==> src/rtl/ula_pkg.sv <==
// rtl/ula_pkg.sv - shared types and constants for the sliced 74181-style ALU
package ula_pkg;

  typedef enum logic [1:0] {IDLE, RUN, DONE} state_t;

  localparam int SLICE_W = 4;

  // s codes, named after their logic-mode (m = 1) function
  localparam logic [3:0] S_NOT_A       = 4'h0;
  localparam logic [3:0] S_NOR         = 4'h1;
  localparam logic [3:0] S_NOTA_AND_B  = 4'h2;
  localparam logic [3:0] S_ZERO        = 4'h3;
  localparam logic [3:0] S_NAND        = 4'h4;
  localparam logic [3:0] S_NOT_B       = 4'h5;
  localparam logic [3:0] S_XOR         = 4'h6;
  localparam logic [3:0] S_A_AND_NOTB  = 4'h7;
  localparam logic [3:0] S_NOTA_OR_B   = 4'h8;
  localparam logic [3:0] S_XNOR        = 4'h9;
  localparam logic [3:0] S_B           = 4'hA;
  localparam logic [3:0] S_AND         = 4'hB;
  localparam logic [3:0] S_ONES        = 4'hC;
  localparam logic [3:0] S_A_OR_NOTB   = 4'hD;
  localparam logic [3:0] S_OR          = 4'hE;
  localparam logic [3:0] S_A           = 4'hF;

endpackage

==> src/rtl/ula_nbits_seq_if.sv <==
// rtl/ula_nbits_seq_if.sv - request/result handshake bundle of the sequential ALU
interface ula_nbits_seq_if #(parameter int WIDTH = 16);

  logic             in_valid;
  logic             in_ready;
  logic [WIDTH-1:0] a;
  logic [WIDTH-1:0] b;
  logic [3:0]       s;
  logic             m;
  logic             c_in;
  logic             out_valid;
  logic             out_ready;
  logic [WIDTH-1:0] f;
  logic             c_out;
  logic             a_eq_b;

  modport master (
    output in_valid, a, b, s, m, c_in, out_ready,
    input  in_ready, out_valid, f, c_out, a_eq_b
  );

  modport slave (
    input  in_valid, a, b, s, m, c_in, out_ready,
    output in_ready, out_valid, f, c_out, a_eq_b
  );

endinterface

==> src/rtl/ula_slice4.sv <==
// rtl/ula_slice4.sv - combinational 4-bit 74181 slice, active-high data and carry
module ula_slice4
  import ula_pkg::*;
(
  input  logic [3:0] a,
  input  logic [3:0] b,
  input  logic [3:0] s,
  input  logic       m,
  input  logic       c_in,
  output logic [3:0] f,
  output logic       c_out,
  output logic       all_ones
);

  logic [3:0] x;
  logic [3:0] y;
  logic [4:0] sum;
  logic [3:0] lf;

  always_comb begin
    // Arithmetic is x + y + c_in; s[1:0] shapes x and s[3:2] shapes y
    x   = a | (b & {4{s[0]}}) | (~b & {4{s[1]}});
    y   = (a & ~b & {4{s[2]}}) | (a & b & {4{s[3]}});
    sum = {1'b0, x} + {1'b0, y} + {4'b0000, c_in};

    lf = 4'h0;
    case (s)
      S_NOT_A:      lf = ~a;
      S_NOR:        lf = ~(a | b);
      S_NOTA_AND_B: lf = ~a & b;
      S_ZERO:       lf = 4'h0;
      S_NAND:       lf = ~(a & b);
      S_NOT_B:      lf = ~b;
      S_XOR:        lf = a ^ b;
      S_A_AND_NOTB: lf = a & ~b;
      S_NOTA_OR_B:  lf = ~a | b;
      S_XNOR:       lf = ~(a ^ b);
      S_B:          lf = b;
      S_AND:        lf = a & b;
      S_ONES:       lf = 4'hF;
      S_A_OR_NOTB:  lf = a | ~b;
      S_OR:         lf = a | b;
      S_A:          lf = a;
      default:      lf = 4'h0;
    endcase

    f        = m ? lf : sum[3:0];
    c_out    = ~m & sum[4];
    all_ones = &f;
  end

endmodule

==> src/rtl/ula_nbits_seq.sv <==
// rtl/ula_nbits_seq.sv - WIDTH-bit 74181 ALU evaluated one 4-bit slice per cycle
module ula_nbits_seq
  import ula_pkg::*;
#(
  parameter int WIDTH = 16
) (
  input  logic            clk,
  input  logic            rst_n,
  ula_nbits_seq_if.slave  bus
);

  localparam int NSLICE = WIDTH / SLICE_W;
  localparam int IDX_W  = $clog2(NSLICE);

  state_t             state;
  logic [IDX_W-1:0]   idx;
  logic [WIDTH-1:0]   a_q;
  logic [WIDTH-1:0]   b_q;
  logic [WIDTH-1:0]   f_q;
  logic [3:0]         s_q;
  logic               m_q;
  logic               carry_q;
  logic               c_out_q;
  logic               eq_q;
  logic               out_valid_q;
  logic               idle_rdy_q;

  logic [3:0]         sl_a;
  logic [3:0]         sl_b;
  logic [3:0]         sl_f;
  logic               sl_cout;
  logic               sl_ones;
  logic               accept;
  logic               last;

  assign sl_a   = a_q[idx*SLICE_W +: SLICE_W];
  assign sl_b   = b_q[idx*SLICE_W +: SLICE_W];
  assign last   = (idx == IDX_W'(NSLICE - 1));

  // idle_rdy_q covers IDLE; DONE becomes ready as soon as the result is taken
  assign bus.in_ready = idle_rdy_q | (out_valid_q & bus.out_ready);
  assign accept       = bus.in_valid & bus.in_ready;

  ula_slice4 u_slice (
    .a        (sl_a),
    .b        (sl_b),
    .s        (s_q),
    .m        (m_q),
    .c_in     (carry_q),
    .f        (sl_f),
    .c_out    (sl_cout),
    .all_ones (sl_ones)
  );

  always_ff @(posedge clk or negedge rst_n) begin
    if (!rst_n) begin
      state       <= IDLE;
      idx         <= '0;
      a_q         <= '0;
      b_q         <= '0;
      f_q         <= '0;
      s_q         <= '0;
      m_q         <= 1'b0;
      carry_q     <= 1'b0;
      c_out_q     <= 1'b0;
      eq_q        <= 1'b0;
      out_valid_q <= 1'b0;
      idle_rdy_q  <= 1'b0;
    end else if (accept) begin
      a_q         <= bus.a;
      b_q         <= bus.b;
      s_q         <= bus.s;
      m_q         <= bus.m;
      carry_q     <= bus.c_in;
      idx         <= '0;
      eq_q        <= 1'b1;
      out_valid_q <= 1'b0;
      idle_rdy_q  <= 1'b0;
      state       <= RUN;
    end else begin
      case (state)
        IDLE: idle_rdy_q <= 1'b1;
        RUN: begin
          f_q[idx*SLICE_W +: SLICE_W] <= sl_f;
          carry_q <= sl_cout;
          eq_q    <= eq_q & sl_ones;
          if (last) begin
            idx         <= '0;
            c_out_q     <= sl_cout;
            out_valid_q <= 1'b1;
            state       <= DONE;
          end else begin
            idx <= idx + 1'b1;
          end
        end
        DONE: begin
          if (bus.out_ready) begin
            out_valid_q <= 1'b0;
            idle_rdy_q  <= 1'b1;
            state       <= IDLE;
          end
        end
        default: state <= IDLE;
      endcase
    end
  end

  assign bus.out_valid = out_valid_q;
  assign bus.f         = f_q;
  assign bus.c_out     = c_out_q;
  assign bus.a_eq_b    = eq_q;

endmodule
==> src/flat_wrapper.sv <==
// flat-port wrapper written by rule: the top's interface ports become plain ports
module ula_nbits_seq_flat import ula_pkg::*;
#(
  parameter int WIDTH = 16
)
  (clk, rst_n, bus_in_valid, bus_a, bus_b, bus_s, bus_m, bus_c_in, bus_out_ready, bus_in_ready, bus_out_valid, bus_f, bus_c_out, bus_a_eq_b);
  ula_nbits_seq_if #(.WIDTH(WIDTH)) bus_i ();
  input  logic clk;
  input  logic rst_n;
  input wire logic [$bits(bus_i.in_valid)-1:0] bus_in_valid;
  input wire logic [$bits(bus_i.a)-1:0] bus_a;
  input wire logic [$bits(bus_i.b)-1:0] bus_b;
  input wire logic [$bits(bus_i.s)-1:0] bus_s;
  input wire logic [$bits(bus_i.m)-1:0] bus_m;
  input wire logic [$bits(bus_i.c_in)-1:0] bus_c_in;
  input wire logic [$bits(bus_i.out_ready)-1:0] bus_out_ready;
  output wire logic [$bits(bus_i.in_ready)-1:0] bus_in_ready;
  output wire logic [$bits(bus_i.out_valid)-1:0] bus_out_valid;
  output wire logic [$bits(bus_i.f)-1:0] bus_f;
  output wire logic [$bits(bus_i.c_out)-1:0] bus_c_out;
  output wire logic [$bits(bus_i.a_eq_b)-1:0] bus_a_eq_b;
  assign bus_i.in_valid = bus_in_valid;
  assign bus_i.a = bus_a;
  assign bus_i.b = bus_b;
  assign bus_i.s = bus_s;
  assign bus_i.m = bus_m;
  assign bus_i.c_in = bus_c_in;
  assign bus_i.out_ready = bus_out_ready;
  assign bus_in_ready = bus_i.in_ready;
  assign bus_out_valid = bus_i.out_valid;
  assign bus_f = bus_i.f;
  assign bus_c_out = bus_i.c_out;
  assign bus_a_eq_b = bus_i.a_eq_b;
  ula_nbits_seq #(.WIDTH(WIDTH)) u_core (.clk(clk), .rst_n(rst_n), .bus(bus_i));
endmodule
==> config.mk <==
export PLATFORM = sky130hd
export DESIGN_NAME = ula_nbits_seq_flat
export DESIGN_NICKNAME = d
export VERILOG_FILES = /design/src/rtl/ula_pkg.sv /design/src/rtl/ula_nbits_seq_if.sv /design/src/rtl/ula_slice4.sv /design/src/rtl/ula_nbits_seq.sv /design/src/flat_wrapper.sv
export SDC_FILE = /design/constraint.sdc
export NUM_CORES = 1
export LEC_CHECK = 0
export BUFFER_PORTS_ARGS = -buffer_cell sky130_fd_sc_hd__buf_2
export CAP_MARGIN = 20
export CORE_AREA = 2 2 94 96
export DETAILED_ROUTE_END_ITERATION = 10
export DIE_AREA = 0 0 96 98
export PLACE_DENSITY = 0.7
export SETUP_SLACK_MARGIN = 0.4
export SYNTH_ARGS = -nofsm -noshare
export SYNTH_HDL_FRONTEND = slang
export SYNTH_HIERARCHICAL = 1
export SYNTH_SLANG_ARGS = --single-unit
export TNS_END_PERCENT = 50
==> constraint.sdc <==
create_clock -name clk -period 8.9 [get_ports clk]
set_input_delay 1.335 -clock clk [delete_from_list [all_inputs] [get_ports clk]]
set_output_delay 1.335 -clock clk [all_outputs]
set_load 0.005 [all_outputs]
Yosys cells after proc, flatten, opt, wreduce, memory -nomap -nowiden
Index checks and enable logic that the tools add are counted.

storage, ports and cells
  bits of input ports = 42
  register bits = 62
  output and inout port bits = 20
  logic and storage cells = 99

operators by class
  eq/ne operators = 21
  bitwise logic cells = 26
  multiplexer cells = 21
  shift operators = 4
  reductions and logical operators = 11
  add/sub/neg operators = 4

operators with widths
  operator                                                                  count
  4-bit case mux with 16 select lines                                       1
  4-bit negation with 34-bit output                                         1
  4-bit by 34-bit variable shift with 16-bit output (first input constant)  1
  4-bit by 34-bit variable part select with 16-bit output                   1
  4-bit == test (second input constant)                                     8
  16-bit by 5-bit variable part select with 4-bit output                    2
  4-bit AND                                                                 7
  4-bit OR                                                                  6
  4-bit inverter                                                            5
  16-bit bitwise mux                                                        1
  4-bit by 3-bit == test with 1-bit output (second input constant)          4
  2-bit two-way mux                                                         6
  1-bit two-way mux                                                         9
  3-bit AND reduction                                                       3
  4-bit by 2-bit == test with 1-bit output (second input constant)          2
  2-bit case mux with 3 select lines                                        1
  3-bit nonzero test                                                        2
  4-bit by 4-bit adder with 5-bit output                                    1
  5-bit by 1-bit adder with 5-bit output                                    1
  1-bit AND                                                                 4
  2-bit == test (second input constant)                                     2
  4-bit by 1-bit == test with 1-bit output (second input constant)          1
  4-bit logical NOT                                                         1
  4-bit two-way mux                                                         1
  other kinds (13)                                                          16

Depth between registers and ports, before layout
Gate-level depths: netlist of the first run.

  word-level depth = 12
  depth in mapped cells = 14
  mapped depth without buffers = 13

Hierarchy
Netlist of the first run, hierarchy kept.

by module, submodules not included
  module         instances  cells each  seq. area each (µm²)  area an instance (µm²)
  ula_nbits_seq  1          185         1551.5                2869.0
  ula_slice4     1          173         0.0                   1244.9

Least setup slack after synthesis of the first run
OpenSTA, ideal clock, no wires.

  path type = reg-to-reg
  start point = reg u_core.idx[0]
  end point = reg u_core.eq_q, in the netlist u_core/bus.a_eq_b
  slack = 5.111 ns
  library setup time = 0.066 ns
  arrival time = 3.723 ns
  cell stages (with the launch flop) = 14
  required time = 8.834 ns
  clock period less this slack = 3.789 ns
  cell sequence = dfrtp_1 > buf_2 > mux4_2 > ha_1 > a22o_1 > fa_1 > fa_1 > xnor2_1 > o32ai_2 > nor3_1 > a221o_1 > nor4_2 > o21ai_0 > nand2_1

RTL lines
  item                                                        line                 source
  start: declaration                                          ula_nbits_seq.sv:16  logic [IDX_W-1:0] idx;
  start signal: assignment                                    ula_nbits_seq.sv:93  idx <= idx + 1'b1;
  16-bit by 5-bit variable part select with 4-bit output (*)  ula_nbits_seq.sv:36  assign sl_a = a_q[idx*SLICE_W +: SLICE_W];
  named net u_core.sl_a[0]                                    ula_nbits_seq.sv:28  logic [3:0] sl_a;
  4-bit AND, on equally long branches                         n/a
  4-bit AND                                                   ula_slice4.sv:23     y = (a & ~b & {4{s[2]}}) | (a & b & {4{s[3]}});
  4-bit OR                                                    ula_slice4.sv:23
  4-bit by 4-bit adder with 5-bit output                      ula_slice4.sv:24     sum = {1'b0, x} + {1'b0, y} + {4'b0000, c_in};
  5-bit by 1-bit adder with 5-bit output                      ula_slice4.sv:24
  4-bit two-way mux (*)                                       ula_slice4.sv:47     f = m ? lf : sum[3:0];
  4-bit AND reduction (*)                                     ula_slice4.sv:49     all_ones = &f;
  named net u_core.sl_ones                                    ula_nbits_seq.sv:32  logic sl_ones;
  1-bit AND (*)                                               ula_nbits_seq.sv:86  eq_q <= eq_q & sl_ones;
  1-bit two-way mux (*)                                       ula_nbits_seq.sv:81  case (state)
  1-bit two-way mux (*)                                       ula_nbits_seq.sv:69  end else if (accept) begin
  end signal: assignment                                      ula_nbits_seq.sv:86
  end: declaration                                            ula_nbits_seq.sv:24  logic eq_q;

The timed path passes the listed nets; every way through them passes the cells marked *. The select of a mux whose other input is x is not followed.
A chain may end at the register's enable or synchronous reset.

Worst setup path in the final report of the first run
Same ends and word-level chain as after synthesis.

==> impl_metrics.yaml, run 1 <==
layout:
  area_delta_synth_final_pct: 12.1
  fin_cells: 523
  post-route-util_pct: 54.5
  n_antenna_cell: 0
  fillerInstances: 703
  drive_gt1_share_pct: 32.8
  final_nets: 482
timing:
  finalSetupViolCount: 0
  clock-skew-final_ns: 0.0107
  worstMarginPinSlew_ns: 0.845
  setup_tns_ns: 0
  hold_violations: 0
  post-route-min-period_ns: 4.13
  rsz0062_at_grt: "no"
  setup_ws_ns: 4.77
  slew_headroom_pct: 42.8
  drv_slew: 0
  fmax_mhz: 242
  finalCritPeriodShare_pct: 46.4
setup_path:
  crit_path_frequent_cell: "fa_1"
  crit_chain: "mux4_2 -> ha_1 -> a22o_1 -> fa_1 -> fa_1 -> xnor2_1 -> o32ai_2 -> nor3_1 -> a221o_1 -> nor4_2 -> o21ai_0 -> nand2_1"
  path_max_fanout: 16
  cp.buffers_inverters: 0
  required_ns: 9.18
  crit_path_start_kind: "register"
  critPathSlowestCell: "dfrtp_1"
  critical_path_class: "register to register"
  max_stage_delay_ns: 0.81
  cp-end-kind: "register"
  crit_family: "adder cells"
  cp.arrival_ns: 4.40
yosys:
  synth_nets: 430
  synth.distinct_cells: 58
  synth_ff_type: "dfrtp_1"
  synth_area_leader_cell: "dfrtp_1"
  yosysWarnings: 6
  ys_ff_latch: 62
  synth_area_leaders: "dfrtp_1 (38%), mux2_4 (13%), ha_1 (8.5%), mux4_2 (4.4%), a32o_1 (3.9%)"
  syn_area_per_cell_sq_um: 11.5
  synthArstFlopShare_pct: 100
  synth_top_area_share_pct: 37.7
  syn_inst: 358
  seq_area_frac_synth_pct: 37.7
  synth_area_sq_mm: 0.00411
  synth-edff-count: 0
route:
  wl_per_cell_microns: 17.1
  final_antenna_net_count: 0
  drt_wl_total_microns: 8960
  viasPerCell: 5.76
  drc_errors: 0
  drtPass1Iterations: 4
  vias: 3011
  drt_iter0_markers: 201
pwr:
  leakage_nw: 2.19
  total_power_mw: 2.15
  irDropWorstVdd_v: 0.000230
  power.density_mw_per_mm2: 465
global_routing:
  grt_max_degree: 63
  grt_pass1_vias: 2954
  grt_pass1_wl_microns: 14900
  antenna_found_initial: 0
  track_usage_pct: 20.4
  grt_overflow: 0
placement:
  dp_worst_setup_slack_ns: 4.76
  routabilityCongestion: 0.985
  hpwl_microns: 6300
  dp.cells: 507
  port_buffers: 61
clock_network:
  cts_resized: 0
  clk_pin_slew_ns: 0.07
  cts_tree: "built"
  cts_root_buf: "clkbuf_8"
  cts.sinks: 62
  clk_latency_ns: 0.34
  ctsHoldBuffers: 0
  clockBufferDepth: 2
  postCtsSetupRepairBufs: 0
  cts_buffers: 9
  h-tree-depth: 3
die:
  die_w_microns: 96
  rows: 34
  die_h_microns: 98
  initial_core_util_pct: 48.6
  die-area_sq_mm: 0.00941
  core-area_sq_mm: 0.00847
  ios: 62
worst_hold_path:
  hp-class: "register to register"
run_status:
  status: "completed"
job:
  max-cap-violations: 0
## synth_stat cells, drive strengths merged (2+ instances only)
master  count
dfrtp      62
mux2       40
ha         28
inv        23
nand2      22
buf        20
a21oi      17
a32o       16
nor2       12
nand3      11
o21ai      10
mux4        8
mux2i       7
a211o       5
a22o        5
clkbuf      5
nand2b      5
nor3        5
nor2b       4
a21o        3
nand3b      3
o211ai      3
o22ai       3
o311ai      3
a221oi      2
a22oi       2
a31o        2
a31oi       2
and2b       2
fa          2
nand4       2
nor3b       2
nor4        2
nor4b       2
o32ai       2
or4         2
xnor2       2
## cell families (layout without fill, tap and decap cells)
family,Yosys count,in the layout,share of synthesized area [%]
buffers and inverters,48,105,6.78
AO/OA/AOI/OAI,82,82,15.1
multiplexers,55,55,20.2
adder cells (fa/ha/maj),30,30,9.49
flip-flops,62,62,37.7
AND/OR/NAND/NOR,79,79,10.2
XOR/XNOR,2,2,0.426
## per-stage QoR
step                area [sq um]  hold slack [ns]
floorplan                   4110            0.466
global route                4610            0.514
CTS                         4610            0.498
global placement            4400            0.476
finish                      4610            0.495
detailed placement          4400            0.480
## routing by layer
layer  vias to the layer above  global-route usage, %  wire length (microns)  part of all wire (%)
met5                         -                      0                      0                     0
met4                         0                   5.93                    142                   1.6
met3                        14                   5.25                    412                   4.6
met2                        94                   30.4                   4290                    48
met1                      1475                   29.4                   4110                    46
li1                       1428                      -                      -                     -
## area by class of cell
class	count	area, sq um	share of cell area, %
timing repair buffer	66	343	7.43
multi-input combinational	248	2280	49.5
tap	108	135	2.93
inverter	23	86.3	1.87
clock buffer	10	128	2.77
sequential	62	1550	33.6
clock inverter	6	86.3	1.87
## sequential cells by signal, indices dropped and copies added (netlist names), 2 cells and up
register	cells
u_core/b_q	16
u_core/state	2
u_core/a_q	16
u_core/s_q	4
u_core/bus.f	16
u_core/idx	2
## cells in the final DEF (no fill, tap or decap), drive strengths merged, types with 4 or more instances in the layout
master  netlist  routed
a211o         5       5
nor2b         4       4
mux4          8       8
ha           28      28
nand3        11      11
nor3          5       5
clkbuf        5      10
inv          23      23
dfrtp        62      62
buf          20      66
nor2         12      12
nand2        22      22
mux2         40      40
a32o         16      16
a22o          5       5
o21ai        10      10
nand2b        5       5
mux2i         7       7
a21oi        17      17
## report_power, final
part | internal, mW | switching (mW) | leakage (nW) | total [mW]
clock | 0.157 | 0.110 | 0.106 | 0.267
sequential | 0.407 | 0.101 | 0.763 | 0.509
combinational | 0.636 | 0.736 | 1.32 | 1.37
## final timing paths
path / start / end / slack, ns / cells past startpoint
min: u_core/bus.f[2] / u_core/bus.f[2] / 0.50 / 1
max: u_core/idx[0] / u_core/bus.a_eq_b / 4.77 / 12
max reg2reg: u_core/idx[0] / u_core/bus.a_eq_b / 4.77 / 12
min in group asynchronous: rst_n / u_core/b_q[14] / 1.14 / 2
max in group asynchronous: rst_n / u_core/bus.f[13] / 7.24 / 2
min reg2reg: u_core/bus.f[2] / u_core/bus.f[2] / 0.50 / 1
No activity file was read; power rests on OpenSTA's default activity.
==> run 2, diff against run 1 <==
ABC_AREA = 1   (was unset)
CORE_AREA = 2 2 93 95   (was 2 2 94 96)
DIE_AREA = 0 0 95 97   (was 0 0 96 98)
PLACE_DENSITY = 0.74   (was 0.7)
clock period = 3.6 ns   (was 8.9 ns; I/O delays follow)
==> run 2 against run 1 <==
Clock-buffer cell count decreased by 1. Critical path type unchanged. Critical path depth rose by 3. Die area is 2.1% lower. Setup slack lost 4.2 ns. Total power up 130%. Design area rose by 4.0%. Sequential share of layout area is 1.3 points lower.
==> impl_metrics.yaml, run 2 <==
run_status:
  status: "completed"
die:
  initial_core_util_pct: 49.8
  die_h_microns: 97
  core-area_sq_mm: 0.00813
  die-area_sq_mm: 0.00922
  die_w_microns: 95
  rows: 33
  ios: 62
timing:
  worstMarginPinSlew_ns: 0.768
  slew_headroom_pct: 48.6
  setup_tns_ns: 0
  clock-skew-final_ns: 0.00776
  finalSetupViolCount: 0
  hold_violations: 0
  post-route-min-period_ns: 3.03
  drv_slew: 0
  finalCritPeriodShare_pct: 84.3
  fmax_mhz: 330
  rsz0062_at_grt: "no"
yosys:
  synthTopCellsByCount: "nand2_1 (238), dfrtp_1 (62), inv_1 (55)"
  synth.distinct_cells: 26
  syn_inst: 579
  synth_area_leaders: "dfrtp_1 (38%), nand2_1 (22%), ha_1 (8.7%), o21ai_0 (5.6%), inv_1 (5.1%)"
  synth_area_sq_mm: 0.00405
  syn_area_per_cell_sq_um: 6.99
  yosysMostFrequentCell: "nand2_1"
  synth_area_leader_cell: "dfrtp_1"
  ys_ff_latch: 62
  seq_area_frac_synth_pct: 38.3
  synth_ff_type: "dfrtp_1"
  synth-edff-count: 0
  synthArstFlopShare_pct: 100
  synth_top_area_share_pct: 38.3
  synth_nets: 651
  yosysWarnings: 6
global_routing:
  grt_pass1_wl_microns: 17800
  grt_overflow: 0
  antenna_found_initial: 0
  grt_max_degree: 52
  grt_pass1_vias: 3761
  track_usage_pct: 24.5
layout:
  final_nets: 726
  layout_common_cells: "nand2_1 (237), buf_2 (61), dfrtp_1 (60), inv_1 (52), nor2_1 (45)"
  layout_commonest_cell: "nand2_1"
  n_antenna_cell: 0
  area_delta_synth_final_pct: 18.5
  fillerInstances: 774
  drive_gt1_share_pct: 19.4
  fin_cells: 764
route:
  vias: 3953
  final_antenna_net_count: 0
  drt_wl_total_microns: 10500
  viasPerCell: 5.17
  wl_per_cell_microns: 13.7
  drt_iter0_markers: 185
  drc_errors: 0
  drtPass1Iterations: 4
clock_network:
  h-tree-depth: 3
  cts.sinks: 62
  cts_tree: "built"
  cts_root_buf: "clkbuf_8"
  clockBufferDepth: 2
  clk_latency_ns: 0.35
  ctsHoldBuffers: 0
  cts_buffers: 9
  clk_pin_slew_ns: 0.07
setup_path:
  cp-end-kind: "register"
  crit_path_start_kind: "register"
  cp.arrival_ns: 3.30
  ff2ff_path_depth: 15
  required_ns: 3.87
  critical_path_class: "register to register"
  path_max_fanout: 23
placement:
  hpwl_microns: 7650
  routabilityCongestion: 0.955
  port_buffers: 61
  dp.cells: 741
pwr:
  leakage_nw: 2.67
  irDropWorstVdd_v: 0.000507
  power.density_mw_per_mm2: 1040
worst_hold_path:
  hp-class: "input pin to async pin"
job:
  max-cap-violations: 0
==> run 2: final timing paths <==
path / endpoint / start / slack (ns)
max in group asynchronous: u_core/b_q[1] / rst_n / 2.81
worst max register to register: u_core/bus.f[5] / u_core/idx[0] / 0.57
min in group clk: u_core/s_q[1] / bus_s[1] / 0.38
worst min register to register: u_core/bus.f[1] / u_core/bus.f[1] / 0.48
worst max-delay path: u_core/bus.f[5] / u_core/idx[0] / 0.57
worst min-delay path: u_core/a_q[9] / rst_n / 0.18
==> run 2: what timing repair did <==
item | 4_1_cts | 5_1_grt
endpoints found under the setup margin | 5 | 14
buffers inserted | 0 | 5
cloned | 0 | 1
resized for setup | 1 | 20
==> run 2: worst max-delay path, cell delays in order, from the launching register on <==
cell     delay [ns]
dfrtp_2        0.45
buf_8          0.17
o21ai_0        0.16
o22ai_1        0.12
buf_4          0.17
ha_1           0.20
nand2_1        0.08
o21ai_1        0.10
fa_2           0.40
fa_2           0.53
nand2_1        0.05
nand2_1        0.12
nand2_1        0.08
nor2_2         0.10
nand2_1        0.06
o21ai_0        0.15
==> run 2: per-layer routing <==
metal	global-route usage, %	up-vias	wire length [microns]
li1	-	1969	-
met5	0	-	0
met4	8.58	0	133
met2	37.0	137	4870
met3	4.83	12	689
met1	35.0	1835	4810
==> run 2: cells by family after synthesis <==
group	count (synthesis)	synth area share (%)
AO/OA/AOI/OAI	73	9.61
adder cells (fa/ha/maj)	30	9.64
buffers and inverters	75	8.25
flip-flops	62	38.3
AND/OR/NAND/NOR	339	34.2
==> run 2: power by group <==
part	switching [mW]	internal [mW]	leakage, nW
Sequential	0.247	1.01	0.787
Clock	0.281	0.386	0.113
Combinational	1.95	1.12	1.77
Total	2.48	2.51	2.67
==> run 2: area by class of cell <==
| class | instances | area [sq um] | area share [%] |
|---|---|---|---|
| Clock buffer | 9 | 124 | 2.58 |
| Sequential cell | 62 | 1550 | 32.4 |
| Inverter | 58 | 224 | 4.67 |
| Timing Repair inverter | 1 | 5.00 | 0.104 |
| Tap cell | 105 | 131 | 2.74 |
| Clock inverter | 7 | 88.8 | 1.85 |
| Timing Repair Buffer | 80 | 468 | 9.75 |
| Multi-Input combinational cell | 442 | 2200 | 45.9 |
==> run 2: stage by stage <==
stage / area, sq um / worst slack, ns / power [mW] / hold slack [ns] / utilization (%)
finish: 4800 / 0.566 / 4.99 / 0.177 / 59.0
global route: 4800 / 0.377 / 5.49 / 0.204 / 59.0
CTS: 4680 / 0.401 / 4.81 / 0.369 / 57.6
detailed placement: 4470 / 0.364 / 4.12 / 0.464 / 55.0
global placement: 4470 / 0.528 / 4.05 / 0.461 / 55.0
floorplan: 4050 / 0.437 / 3.28 / 0.244 / -
